`config.mk`:
```
export PLATFORM = sky130hd
export DESIGN_NAME = mfp_uart_receiver_cfg
export DESIGN_NICKNAME = d
export VERILOG_FILES = /design/src/rtl/mfp_uart_pkg.sv /design/src/rtl/mfp_uart_baud_tick.sv /design/src/rtl/mfp_uart_receiver_cfg.sv
export SDC_FILE = /design/constraint.sdc
export NUM_CORES = 1
export LEC_CHECK = 0
export BUFFER_PORTS_ARGS = -buffer_cell sky130_fd_sc_hd__buf_2
export CAP_MARGIN = 10
export CORE_MARGIN = 1
export CORE_UTILIZATION = 59
export CTS_CLUSTER_DIAMETER = 50
export DETAILED_ROUTE_END_ITERATION = 16
export GPL_TIMING_DRIVEN = 0
export PLACE_DENSITY_LB_ADDON = 0.05
export RECOVER_POWER = 25
export SETUP_SLACK_MARGIN = 0.15
export SYNTH_ARGS = -nofsm -noshare
export SYNTH_HDL_FRONTEND = slang
export SYNTH_SLANG_ARGS = --single-unit
```
`constraint.sdc`:
```
create_clock -name clock -period 2.45 [get_ports clock]
set_input_delay 0.1225 -clock clock [delete_from_list [all_inputs] [get_ports clock]]
set_output_delay 0.1225 -clock clock [all_outputs]
set_load 0.01 [all_outputs]
```
`src/rtl/mfp_uart_pkg.sv`:
```
// Shared types and helpers for the mfp UART blocks.
// Receiver state encoding, parity mode codes and the 3-way vote.
package mfp_uart_pkg;

  typedef enum logic [2:0] {
    ST_IDLE,
    ST_START,
    ST_DATA,
    ST_PARITY,
    ST_STOP,
    ST_BREAK
  } uart_rx_state_t;

  localparam int PARITY_NONE = 0;
  localparam int PARITY_ODD  = 1;
  localparam int PARITY_EVEN = 2;

  function automatic logic maj3(
    input logic a,
    input logic b,
    input logic c
  );
    return (a & b) | (a & c) | (b & c);
  endfunction

endpackage

```
`src/rtl/mfp_uart_baud_tick.sv`:
```
// Free-running oversample tick generator.
// One-cycle tick every clock_frequency/(baud_rate*oversample) clocks.
module mfp_uart_baud_tick #(
  parameter int clock_frequency = 50000000,
  parameter int baud_rate       = 9600,
  parameter int oversample      = 16
) (
  input  logic clock,
  input  logic reset,
  output logic tick
);

  localparam int DIV = clock_frequency / (baud_rate * oversample);
  localparam int CW  = (DIV > 1) ? $clog2(DIV) : 1;

  if (DIV < 1) begin : g_div_err
    $error("mfp_uart_baud_tick: divisor is zero");
  end

  logic [CW-1:0] cnt_q, cnt_d;

  always_comb begin
    tick  = (cnt_q == CW'(DIV - 1));
    cnt_d = tick ? '0 : cnt_q + 1'b1;
  end

  always_ff @(posedge clock) begin
    if (reset) cnt_q <= '0;
    else       cnt_q <= cnt_d;
  end

endmodule

```
`src/rtl/mfp_uart_receiver_cfg.sv`:
```
// Configurable oversampled UART receiver with majority voting.
// Reports framing, parity and line-break conditions.
module mfp_uart_receiver_cfg
  import mfp_uart_pkg::*;
#(
  parameter int clock_frequency = 50000000,
  parameter int baud_rate       = 9600,
  parameter int data_bits       = 8,
  parameter int parity_mode     = 0,
  parameter int stop_bits       = 1,
  parameter int oversample      = 16
) (
  input  logic                 clock,
  input  logic                 reset,
  input  logic                 rx,
  output logic [data_bits-1:0] byte_data,
  output logic                 byte_ready,
  output logic                 framing_error,
  output logic                 parity_error,
  output logic                 break_detect
);

  localparam int SW = $clog2(oversample);
  localparam logic [SW-1:0] V0   = SW'(oversample/2 - 1);
  localparam logic [SW-1:0] V1   = SW'(oversample/2);
  localparam logic [SW-1:0] V2   = SW'(oversample/2 + 1);
  localparam logic [SW-1:0] SMAX = SW'(oversample - 1);

  if (data_bits < 5 || data_bits > 9 ||
      !(oversample == 8 || oversample == 16) ||
      !(stop_bits == 1 || stop_bits == 2) ||
      parity_mode < 0 || parity_mode > 2) begin : g_cfg_err
    $error("mfp_uart_receiver_cfg: illegal configuration");
  end

  logic tick;

  mfp_uart_baud_tick #(
    .clock_frequency(clock_frequency),
    .baud_rate      (baud_rate),
    .oversample     (oversample)
  ) u_tick (
    .clock(clock),
    .reset(reset),
    .tick (tick)
  );

  uart_rx_state_t state_q, state_d;
  logic sync1_q, sync2_q, prev_q;
  logic [SW-1:0] s_q, s_d;
  logic [1:0] smp_q, smp_d;
  logic [3:0] bit_q, bit_d;
  logic stop_q, stop_d;
  logic [data_bits-1:0] shreg_q, shreg_d;
  logic par_err_q, par_err_d;
  logic frm_err_q, frm_err_d;
  logic stop_hi_q, stop_hi_d;
  logic [data_bits-1:0] data_q, data_d;
  logic rdy_q, rdy_d;
  logic fe_q, fe_d;
  logic pe_q, pe_d;

  logic vote_tick, wrap, voted, fe_now, hi_now;

  always_ff @(posedge clock) begin
    if (reset) begin
      sync1_q   <= 1'b1;
      sync2_q   <= 1'b1;
      prev_q    <= 1'b1;
      state_q   <= ST_IDLE;
      s_q       <= '0;
      smp_q     <= '0;
      bit_q     <= '0;
      stop_q    <= 1'b0;
      shreg_q   <= '0;
      par_err_q <= 1'b0;
      frm_err_q <= 1'b0;
      stop_hi_q <= 1'b0;
      data_q    <= '0;
      rdy_q     <= 1'b0;
      fe_q      <= 1'b0;
      pe_q      <= 1'b0;
    end else begin
      sync1_q   <= rx;
      sync2_q   <= sync1_q;
      prev_q    <= sync2_q;
      state_q   <= state_d;
      s_q       <= s_d;
      smp_q     <= smp_d;
      bit_q     <= bit_d;
      stop_q    <= stop_d;
      shreg_q   <= shreg_d;
      par_err_q <= par_err_d;
      frm_err_q <= frm_err_d;
      stop_hi_q <= stop_hi_d;
      data_q    <= data_d;
      rdy_q     <= rdy_d;
      fe_q      <= fe_d;
      pe_q      <= pe_d;
    end
  end

  always_comb begin
    state_d   = state_q;
    s_d       = tick ? s_q + 1'b1 : s_q;
    smp_d     = smp_q;
    bit_d     = bit_q;
    stop_d    = stop_q;
    shreg_d   = shreg_q;
    par_err_d = par_err_q;
    frm_err_d = frm_err_q;
    stop_hi_d = stop_hi_q;
    data_d    = data_q;
    rdy_d     = 1'b0;
    fe_d      = fe_q;
    pe_d      = pe_q;

    vote_tick = tick && (s_q == V2);
    wrap      = tick && (s_q == SMAX);
    voted     = maj3(smp_q[0], smp_q[1], sync2_q);
    fe_now    = frm_err_q | ~voted;
    hi_now    = stop_hi_q | voted;

    if (tick && s_q == V0) smp_d[0] = sync2_q;
    if (tick && s_q == V1) smp_d[1] = sync2_q;

    unique case (state_q)
      ST_IDLE: begin
        s_d = '0;
        if (prev_q && !sync2_q) begin
          state_d   = ST_START;
          bit_d     = '0;
          stop_d    = 1'b0;
          par_err_d = 1'b0;
          frm_err_d = 1'b0;
          stop_hi_d = 1'b0;
        end
      end
      ST_START: begin
        if (vote_tick && voted) state_d = ST_IDLE;
        else if (wrap)          state_d = ST_DATA;
      end
      ST_DATA: begin
        if (vote_tick)
          shreg_d = {voted, shreg_q[data_bits-1:1]};
        if (wrap) begin
          if (bit_q == 4'(data_bits - 1))
            state_d = (parity_mode != PARITY_NONE) ? ST_PARITY : ST_STOP;
          else
            bit_d = bit_q + 1'b1;
        end
      end
      ST_PARITY: begin
        if (vote_tick)
          par_err_d = (^shreg_q) ^ voted ^ (parity_mode == PARITY_ODD);
        if (wrap) state_d = ST_STOP;
      end
      ST_STOP: begin
        if (vote_tick) begin
          frm_err_d = fe_now;
          stop_hi_d = hi_now;
          if (stop_q == 1'(stop_bits - 1)) begin
            rdy_d   = 1'b1;
            data_d  = shreg_q;
            fe_d    = fe_now;
            pe_d    = par_err_q;
            s_d     = '0;
            // an all-zero frame with no high stop bit is a held-low line
            state_d = (fe_now && !hi_now && shreg_q == '0) ? ST_BREAK
                                                           : ST_IDLE;
          end
        end else if (wrap) begin
          stop_d = 1'b1;
        end
      end
      ST_BREAK: begin
        if (!sync2_q)  s_d = '0;
        else if (wrap) state_d = ST_IDLE;
      end
      default: state_d = ST_IDLE;
    endcase
  end

  always_comb begin
    byte_data     = data_q;
    byte_ready    = rdy_q;
    framing_error = fe_q;
    parity_error  = pe_q;
    break_detect  = (state_q == ST_BREAK);
  end

endmodule
```
# == After elaboration in Yosys (flattened, before gate mapping) ==
# Index checks and enable logic that the tools add are counted.
# op_classes
n_addsub,3
multipliers,0
n_div,0
n_lt_le_gt_ge,0
eq_ne,24
n_shift,0
n_mux,32
n_bitwise,12
reduce_logical,25
# ops
cell,count
3-bit two-way mux,11
4-bit two-way mux,7
"2-bit != test, second input constant",10
3-bit one-hot mux with 6 select lines,1
"4-bit == test, second input constant",3
4-bit one-hot mux with 3 select lines,1
"9-bit by 1-bit adder with 9-bit output, second input constant",1
"9-bit == test, second input constant",1
3-bit AND reduction,3
9-bit AND reduction,1
"4-bit by 1-bit adder with 4-bit output, second input constant",2
"4-bit by 3-bit == test with 1-bit output, second input constant",2
1-bit logical AND,8
8-bit zero test,1
1-bit one-hot mux with 2 select lines,4
4-bit one-hot mux with 2 select lines,1
4-bit AND reduction,2
8-bit XOR reduction,1
1-bit two-way mux,7
"3-bit by 2-bit == test with 1-bit output, second input constant",2
"3-bit == test, second input constant",2
2-bit nonzero test,3
"2-bit by 1-bit != test with 1-bit output, second input constant",2
1-bit NOT,4
other kinds (10),16
# totals
reg_bits,48
latch_bits,0
ramBits,0
mem_bits_ro,0
out_inout_bits,12
elab_cells,114
n_memories,0

# == Logic depth before layout (Yosys ltp) ==
# Gate-level depths: netlist of the first run.
# logic_depth
word_depth,11
mapped_depth,8

# == By module ==
# From an unflattened synthesis of the first run, not the netlist that was laid out.
# hier_totals
cells_unflattened,244
area_unflattened_um2,2299.7
# modules_own_cells
mod,instances,cells_each,area_per_inst_um2
mfp_uart_receiver_cfg,1,196,1859.3
mfp_uart_baud_tick,1,48,440.4

# == Worst setup path after synthesis of the first run ==
# OpenSTA, ideal clock, no wires.
# synth_path
kind,flip-flop to flip-flop
from,register sync2_q
to,register bit_q[3]
arrival_time_ps,1651
path_slack_ps,677
path_stages_with_launch,7
path_cell_list,dfxtp_1 -> nand2b_4 -> or4_4 -> buf_6 -> a22oi_4 -> nand4_1 -> mux2_4
# synth_via
elab_chain_cells,4
# synth_lines
item,line,source
"start, declared",mfp_uart_receiver_cfg.sv:49,"logic sync1_q, sync2_q, prev_q;"
"start signal, assigned",mfp_uart_receiver_cfg.sv:85,sync2_q <= sync1_q;
1-bit zero test,-,
1-bit logical AND,mfp_uart_receiver_cfg.sv:130,if (prev_q && !sync2_q) begin
2-bit != test (no source line),-,
4-bit AND reduction (no source line),-,
"end signal, assigned",mfp_uart_receiver_cfg.sv:90,bit_q <= bit_d;
"end, declared",mfp_uart_receiver_cfg.sv:52,"logic [3:0] bit_q, bit_d;"
# Every way passes these cells.
# A chain may end at the register's enable or synchronous reset.

# == Final worst setup path of the first run ==
# layout_path
from,register u_tick.cnt_q[0]
to,register s_q[0]
# layout_via
elab_chain_cells,5
word_cells_on_any_way,7
# layout_lines
item,line,source
"start, declared",mfp_uart_baud_tick.sv:20,"logic [CW-1:0] cnt_q, cnt_d;"
"start signal, assigned",mfp_uart_baud_tick.sv:29,else cnt_q <= cnt_d;
9-bit == test *,mfp_uart_baud_tick.sv:23,tick = (cnt_q == CW'(DIV - 1));
4-bit two-way mux,mfp_uart_receiver_cfg.sv:105,s_d = tick ? s_q + 1'b1 : s_q;
4-bit two-way mux,mfp_uart_receiver_cfg.sv:162,if (stop_q == 1'(stop_bits - 1)) begin
4-bit two-way mux,mfp_uart_receiver_cfg.sv:159,if (vote_tick) begin
4-bit one-hot mux with 3 select lines *,mfp_uart_receiver_cfg.sv:127,unique case (state_q)
"end signal, assigned",mfp_uart_receiver_cfg.sv:71,s_q <= '0;
"end signal, assigned",mfp_uart_receiver_cfg.sv:88,s_q <= s_d;
"end, declared",mfp_uart_receiver_cfg.sv:50,"logic [SW-1:0] s_q, s_d;"
# Every way passes the cells marked *; elsewhere a longest branch is shown, timed or not.

==> impl_metrics.json, run 1 <==
{
  "drtPass1Iterations": 4,
  "drive_above_1_share_pct": 11.31,
  "drtIter0Drc": 127,
  "criticalPathCategory": "flop to flop",
  "critPathCaptureType": "flop",
  "die_area_um2": 4097,
  "fin_tns_setup_ns": 0,
  "syn_to_final_growth_pct": 10.92,
  "root_buffer": "clkbuf_8",
  "synth_fp_nets": 264,
  "synth.top_cell.area_share_pct": 42.36,
  "io_buffers": 14,
  "cp_top_family": "compound AO/OA/AOI/OAI gates",
  "worst_pin_slew_ns": 0.7084,
  "r2r-start": "u_tick.cnt_q[0]$_SDFF_PP0_",
  "min_from": "reset",
  "cts.sinks": 48,
  "yosys.area_share.xor_xnor_pct": 5.792,
  "first_global_vias": 1566,
  "syn-cell-area_um2": 2268,
  "start_util_pct": 61.96,
  "crit_fanout": 6,
  "period_needed_ns": 2.087,
  "clockBufferDepth": 2,
  "worst_ep_required_time_ns": 2.62,
  "synth_edf_count": 0,
  "ys_types": 47,
  "die_w_um": 64.01,
  "htree_levels": 2,
  "fin_util_pct": 68.73,
  "post-route-period-util_pct": 85.20,
  "synthTopCellsByArea": "dfxtp_1, nor2_1, mux2i_1",
  "yosys_warnings": 0,
  "grt_overflow": 0,
  "wl_met3_um": 174,
  "final_nets": 286,
  "highest_layer": "met4",
  "maxSlewViolCount": 0,
  "vdd_drop_max_mv": 0.3770,
  "critPathMaxStageDelay_ns": 0.62,
  "avgSynthCellArea_um2": 9.038,
  "m1WireLength_mm": 2.084,
  "synth_top_family_by_area": "simple AND/OR/NAND/NOR gates",
  "status": "completed",
  "crit_buf_inv": 1,
  "ys_async_sr_fraction_pct": 0,
  "leakagePower_nw": 0.9421,
  "cts_tree": "done",
  "synth_compound_gate_area_share_pct": 8.218,
  "vias": 1739,
  "hold_viol": 0,
  "critPathLaunchType": "flop",
  "routabilityCongestion": 0.8050,
  "coreArea_um2": 3661,
  "ys_seq_area_share_pct": 42.36,
  "antenna_found_initial": 0,
  "cp.arrival_ns": 2.26,
  "crit_slowest_cell": "o31ai_1",
  "cts_made_buffers": 5,
  "r2r_end": "s_q[0]$_SDFF_PP0_",
  "boundaryPins": 15,
  "avgRoutedWirePerCell_um": 12.98,
  "hpwl_mm": 2.909,
  "insertedDiodeCount": 0,
  "rsz0062_at_grt": "false",
  "synth-simple-area-share_pct": 25.43,
  "fin_worst_skew_ns": 0.01021,
  "ys_top_cells_by_count": "dfxtp_1, nor2_1, inv_1, nand2_1, nand3_1",
  "worstRegToRegCells": 7,
  "grt_max_degree": 16,
  "holdCritPathClass": "input pin to flop",
  "grt_first_pass_wirelength_mm": 7.203,
  "finalSetupViolCount": 0,
  "ff2ff_setup_slack_ns": 0.36,
  "holdPathStages": 3,
  "ys_seq_elements": 48,
  "avgViaCountPerCell": 5.401,
  "track_usage_pct": 22.91,
  "synth.area.mux_share_pct": 7.391,
  "crit_chain": "inv_1, ha_1, and4bb_2, nand3_1, o21a_1, o31ai_1, nor2_1",
  "max_freq_ghz": 0.4791,
  "cts_setup_buffers": 0,
  "wl_mm": 4.180,
  "routed-wl-met2_mm": 1.843,
  "slew_headroom_pct": 52.37,
  "drc": 0,
  "detail-route-antenna-nets": 0,
  "cellPowerDensity_nw_per_um2": 637.4,
  "max_cap_violations": 0,
  "clock_latency_ns": 0.30,
  "fill_cells": 315,
  "cts.reportedPaths.clkPinSlew_ns": 0.09,
  "yosysTopAreaCell": "dfxtp_1",
  "synthFlopType": "dfxtp_1",
  "synth.most_common_cell": "dfxtp_1",
  "syn_inst": 251,
  "whs_endpoint": "state_q[1]$_SDFFE_PP0P_",
  "synth_fa_ha_area_share_pct": 6.012,
  "die_height_um": 64.01,
  "num_rows": 22
}
## worst max path at each step
stage / startpoint / end / slack, ns / depth (start not counted)
after global routing: u_tick.cnt_q[0]$_SDFF_PP0_ / s_q[0]$_SDFF_PP0_ / 0.21 / 7
after CTS: u_tick.cnt_q[0]$_SDFF_PP0_ / s_q[0]$_SDFF_PP0_ / 0.40 / 7
final: u_tick.cnt_q[0]$_SDFF_PP0_ / s_q[0]$_SDFF_PP0_ / 0.36 / 7
after floorplan: sync2_q$_SDFF_PP1_ / bit_q[3]$_SDFFE_PP0P_ / 0.68 / 6
after global placement: u_tick.cnt_q[0]$_SDFF_PP0_ / s_q[1]$_SDFF_PP0_ / 0.41 / 7
after detailed placement: u_tick.cnt_q[0]$_SDFF_PP0_ / s_q[0]$_SDFF_PP0_ / 0.42 / 7
## logic make-up (layout without fill, tap and decap cells)
group / after synthesis / count (layout)
AOI/OAI and AO/OA: 27 / 27
xor gates and xnor gates: 15 / 15
adders and majority gates: 11 / 11
buffers and inverters: 26 / 49
DFF: 48 / 48
muxes: 16 / 16
and+or+nand+nor: 108 / 108
## state kept, by name, summed over array words and instances, names as in the netlist, 2 cells and up
name / flops
state_q: 3
u_tick.cnt_q: 9
byte_data: 8
smp_q: 2
s_q: 4
bit_q: 4
shreg_q: 8
## report_power, final
part / switching, mW / internal [mW] / leakage (nW)
sequential: 0.0167 / 0.798 / 0.388
combinational: 0.109 / 0.0854 / 0.493
clock: 0.261 / 0.334 / 0.0614
total: 0.387 / 1.22 / 0.942
## per-layer routing
| metal | vias to the layer above | track usage [%] |
|---|---|---|
| met2 | 26 | 35.11 |
| met3 | 9 | 4.464 |
| li1 | 897 | - |
| met1 | 807 | 31.14 |
| met5 | - | 0 |
| met4 | 0 | 9.943 |
## worst register-to-register path, delay by kind of cell, from the launching register on
family,cells,cell delay (ns)
flip-flops,1,0.37
AND/OR/NAND/NOR,3,0.50
buffers and inverters,1,0.07
AO/OA/AOI/OAI,2,0.85
adder cells (fa/ha/maj),1,0.15
## repair_timing
item                      in CTS  in global routing
hold endpoints to repair       1                  0
resized for setup              0                  0
hold buffers                   1                  0
## metrics by stage
step	instance area, um2	setup slack, ns	cells	power [mW]	hold WS [ns]
after global routing	2516	0.2146	322	1.676	0.2417
after detailed placement	2399	0.4156	313	1.022	0.3097
after floorplan	2268	0.6773	251	0.9827	0.2263
final	2516	0.3627	322	1.604	0.2238
after global placement	2399	0.4085	313	1.019	0.3066
after CTS	2530	0.3983	322	1.617	0.2156
## cell usage in the layout, fill, tap and decap left out, types with 3 or more instances in the layout
master / Yosys / final
nor2b_1: 5 / 5
clkbuf_8: 0 / 6
clkbuf_1: 6 / 17
a21oi_1: 12 / 12
and2_1: 5 / 5
buf_2: 3 / 6
nor2_1: 38 / 38
inv_1: 16 / 16
ha_1: 10 / 10
or2_2: 3 / 3
nand4_1: 6 / 6
dfxtp_1: 48 / 48
nand2_1: 16 / 16
nand3_1: 14 / 14
xnor2_1: 7 / 7
mux2i_1: 13 / 13
xor2_1: 8 / 8
and3_1: 3 / 3
## area by class of cell
| type | count | area, um2 | share of cell area (%) |
|---|---|---|---|
| plain buffers | 10 | 48.80 | 1.939 |
| flip-flops and latches | 48 | 960.9 | 38.19 |
| well taps | 48 | 60.06 | 2.387 |
| repair buffers | 15 | 66.31 | 2.636 |
| clock inverters | 2 | 38.79 | 1.542 |
| multi-input cells | 177 | 1199 | 47.64 |
| clock buffers | 6 | 82.58 | 3.282 |
| inverters | 16 | 60.06 | 2.387 |
Power figures use the tool's default switching activity.
==> inputs of run 2 (changes only) <==
--- a/config.mk
+++ b/config.mk
@@ -8,7 +8,7 @@
 export BUFFER_PORTS_ARGS = -buffer_cell sky130_fd_sc_hd__buf_2
 export CAP_MARGIN = 10
 export CORE_MARGIN = 1
-export CORE_UTILIZATION = 59
+export CORE_UTILIZATION = 64
 export CTS_CLUSTER_DIAMETER = 50
 export DETAILED_ROUTE_END_ITERATION = 16
 export GPL_TIMING_DRIVEN = 0
==> constraint.sdc (replaced) <==
create_clock -name clock -period 2.5 [get_ports clock]
set_input_delay 0.125 -clock clock [delete_from_list [all_inputs] [get_ports clock]]
set_output_delay 0.125 -clock clock [all_outputs]
set_load 0.01 [all_outputs]
==> impl_metrics.json, run 2 (same netlist as run 1, synthesis figures left out) <==
{
  "fin_util_pct": 73.40,
  "rsz0062_at_grt": "false",
  "die_area_um2": 3787,
  "io_buffers": 14,
  "grt_first_pass_wirelength_mm": 6.948,
  "largest_reg_flops": 9,
  "syn_to_final_growth_pct": 8.825,
  "vdd_drop_max_mv": 0.3564,
  "antenna_found_initial": 0,
  "post-route-period-util_pct": 83.01,
  "hpwl_mm": 3.097,
  "fin_area_um2": 2469,
  "coreArea_um2": 3363,
  "maxSlewViolCount": 0,
  "cts_setup_buffers": 0,
  "track_usage_pct": 25.42,
  "detail-route-antenna-nets": 0,
  "crit_buf_inv": 2,
  "postPlaceCellArea_um2": 2396,
  "place_inst": 311,
  "finalNonFillerCells": 320,
  "start_util_pct": 67.45,
  "final_common_cell": "dfxtp_1",
  "first_global_vias": 1536,
  "fin_worst_skew_ns": 0.01004,
  "grt_overflow": 0,
  "cp.arrival_ns": 2.33,
  "crit_chain": "inv_1, ha_1, and4bb_2, nand3_1, nor3_1, buf_2, mux2i_1, nor2_1",
  "ctsHoldBuffers": 1,
  "critPathMaxStageDelay_ns": 0.38,
  "routabilityCongestion": 0.8635,
  "worst_pin_slew_ns": 0.6794,
  "criticalPathCategory": "flop to flop",
  "avgRoutedWirePerCell_um": 13.51,
  "clock_latency_ns": 0.36,
  "drive_above_1_share_pct": 10.95,
  "htree_levels": 2,
  "crit_slowest_cell": "dfxtp_1",
  "leakagePower_nw": 0.9229,
  "pre_cts_ws_ns": 0.4602,
  "status": "completed",
  "max_cap_violations": 0,
  "clockBufferDepth": 2,
  "finalSetupViolCount": 0,
  "cp_top_family": "simple AND/OR/NAND/NOR gates",
  "cellPowerDensity_nw_per_um2": 582.1,
  "setup_ws_ns": 0.4247,
  "cts.reportedPaths.clkPinSlew_ns": 0.14,
  "cts_made_buffers": 5,
  "drtIter0Drc": 86,
  "drtPass1Iterations": 5,
  "cts.sinks": 48,
  "grt_max_degree": 15,
  "slew_headroom_pct": 54.32,
  "fill_cells": 301,
  "cts-resized-gates": 0,
  "num_rows": 21,
  "die_w_um": 61.54,
  "max_freq_ghz": 0.4818,
  "period_needed_ns": 2.075,
  "worst_ep_required_time_ns": 2.75,
  "fin_tns_setup_ns": 0,
  "final_cell_mix": "dfxtp_1, nor2_1, clkbuf_1",
  "drc": 0,
  "hold_viol": 0,
  "die_height_um": 61.54,
  "avgViaCountPerCell": 5.500,
  "critPathLaunchType": "flop",
  "root_buffer": "clkbuf_4",
  "cts_tree": "done",
  "crit_fanout": 10,
  "critPathCaptureType": "flop",
  "insertedDiodeCount": 0,
  "holdCritPathClass": "input pin to flop",
  "wl_mm": 4.322,
  "final_nets": 286,
  "boundaryPins": 15,
  "regMostFlops": "u_tick.cnt_q",
  "vias": 1760
}
run 2: final timing paths:
kind / cells past startpoint / end / slack [ns] / start
max: 8 / byte_data[4]$_SDFFE_PP0P_ / 0.42 / u_tick.cnt_q[0]$_SDFF_PP0_
min: 3 / state_q[0]$_SDFFE_PP0P_ / 0.17 / reset
max reg2reg: 8 / byte_data[4]$_SDFFE_PP0P_ / 0.42 / u_tick.cnt_q[0]$_SDFF_PP0_
min reg2reg: 1 / sync2_q$_SDFF_PP1_ / 0.43 / sync1_q$_SDFF_PP1_
run 2: power breakdown:
group	internal, mW	switching (mW)
registers	0.783	0.0155
logic	0.0837	0.106
clock network	0.210	0.239
total	1.08	0.360
run 2: stage by stage:
stage          total power [mW]  hold WS, ns
6_report                  1.437       0.1655
3_5_place_dp              1.001       0.3130
4_1_cts                   1.437       0.1427
3_3_place_gp             0.9979       0.3089
5_1_grt                   1.493       0.1518
2_1_floorplan            0.9630       0.2288
run 2: worst reg2reg max path, stage by stage (launching register included):
cell	delay, ns
dfxtp_1	0.38
inv_1	0.07
ha_1	0.15
and4bb_2	0.26
nand3_1	0.15
nor3_1	0.28
buf_2	0.36
mux2i_1	0.27
nor2_1	0.06
run 2: layout make-up:
class	instances	area, um2	share of cell area, %
plain buffers	10	48.80	1.977
clock inverters	2	35.03	1.419
multi-input cells	177	1199	48.56
repair buffers	15	66.31	2.686
well taps	46	57.56	2.331
flip-flops and latches	48	960.9	38.93
clock buffers	6	41.29	1.673
inverters	16	60.06	2.433
run 2: per-layer routing:
layer / vias up / wire length [um] / track usage [%]
met2: 29 / 2036 / 41.63
met4: 0 / 39 / 7.619
met5: - / 0 / 0
met3: 4 / 103 / 6.303
li1: 899 / - / -
met1: 828 / 2143 / 33.07
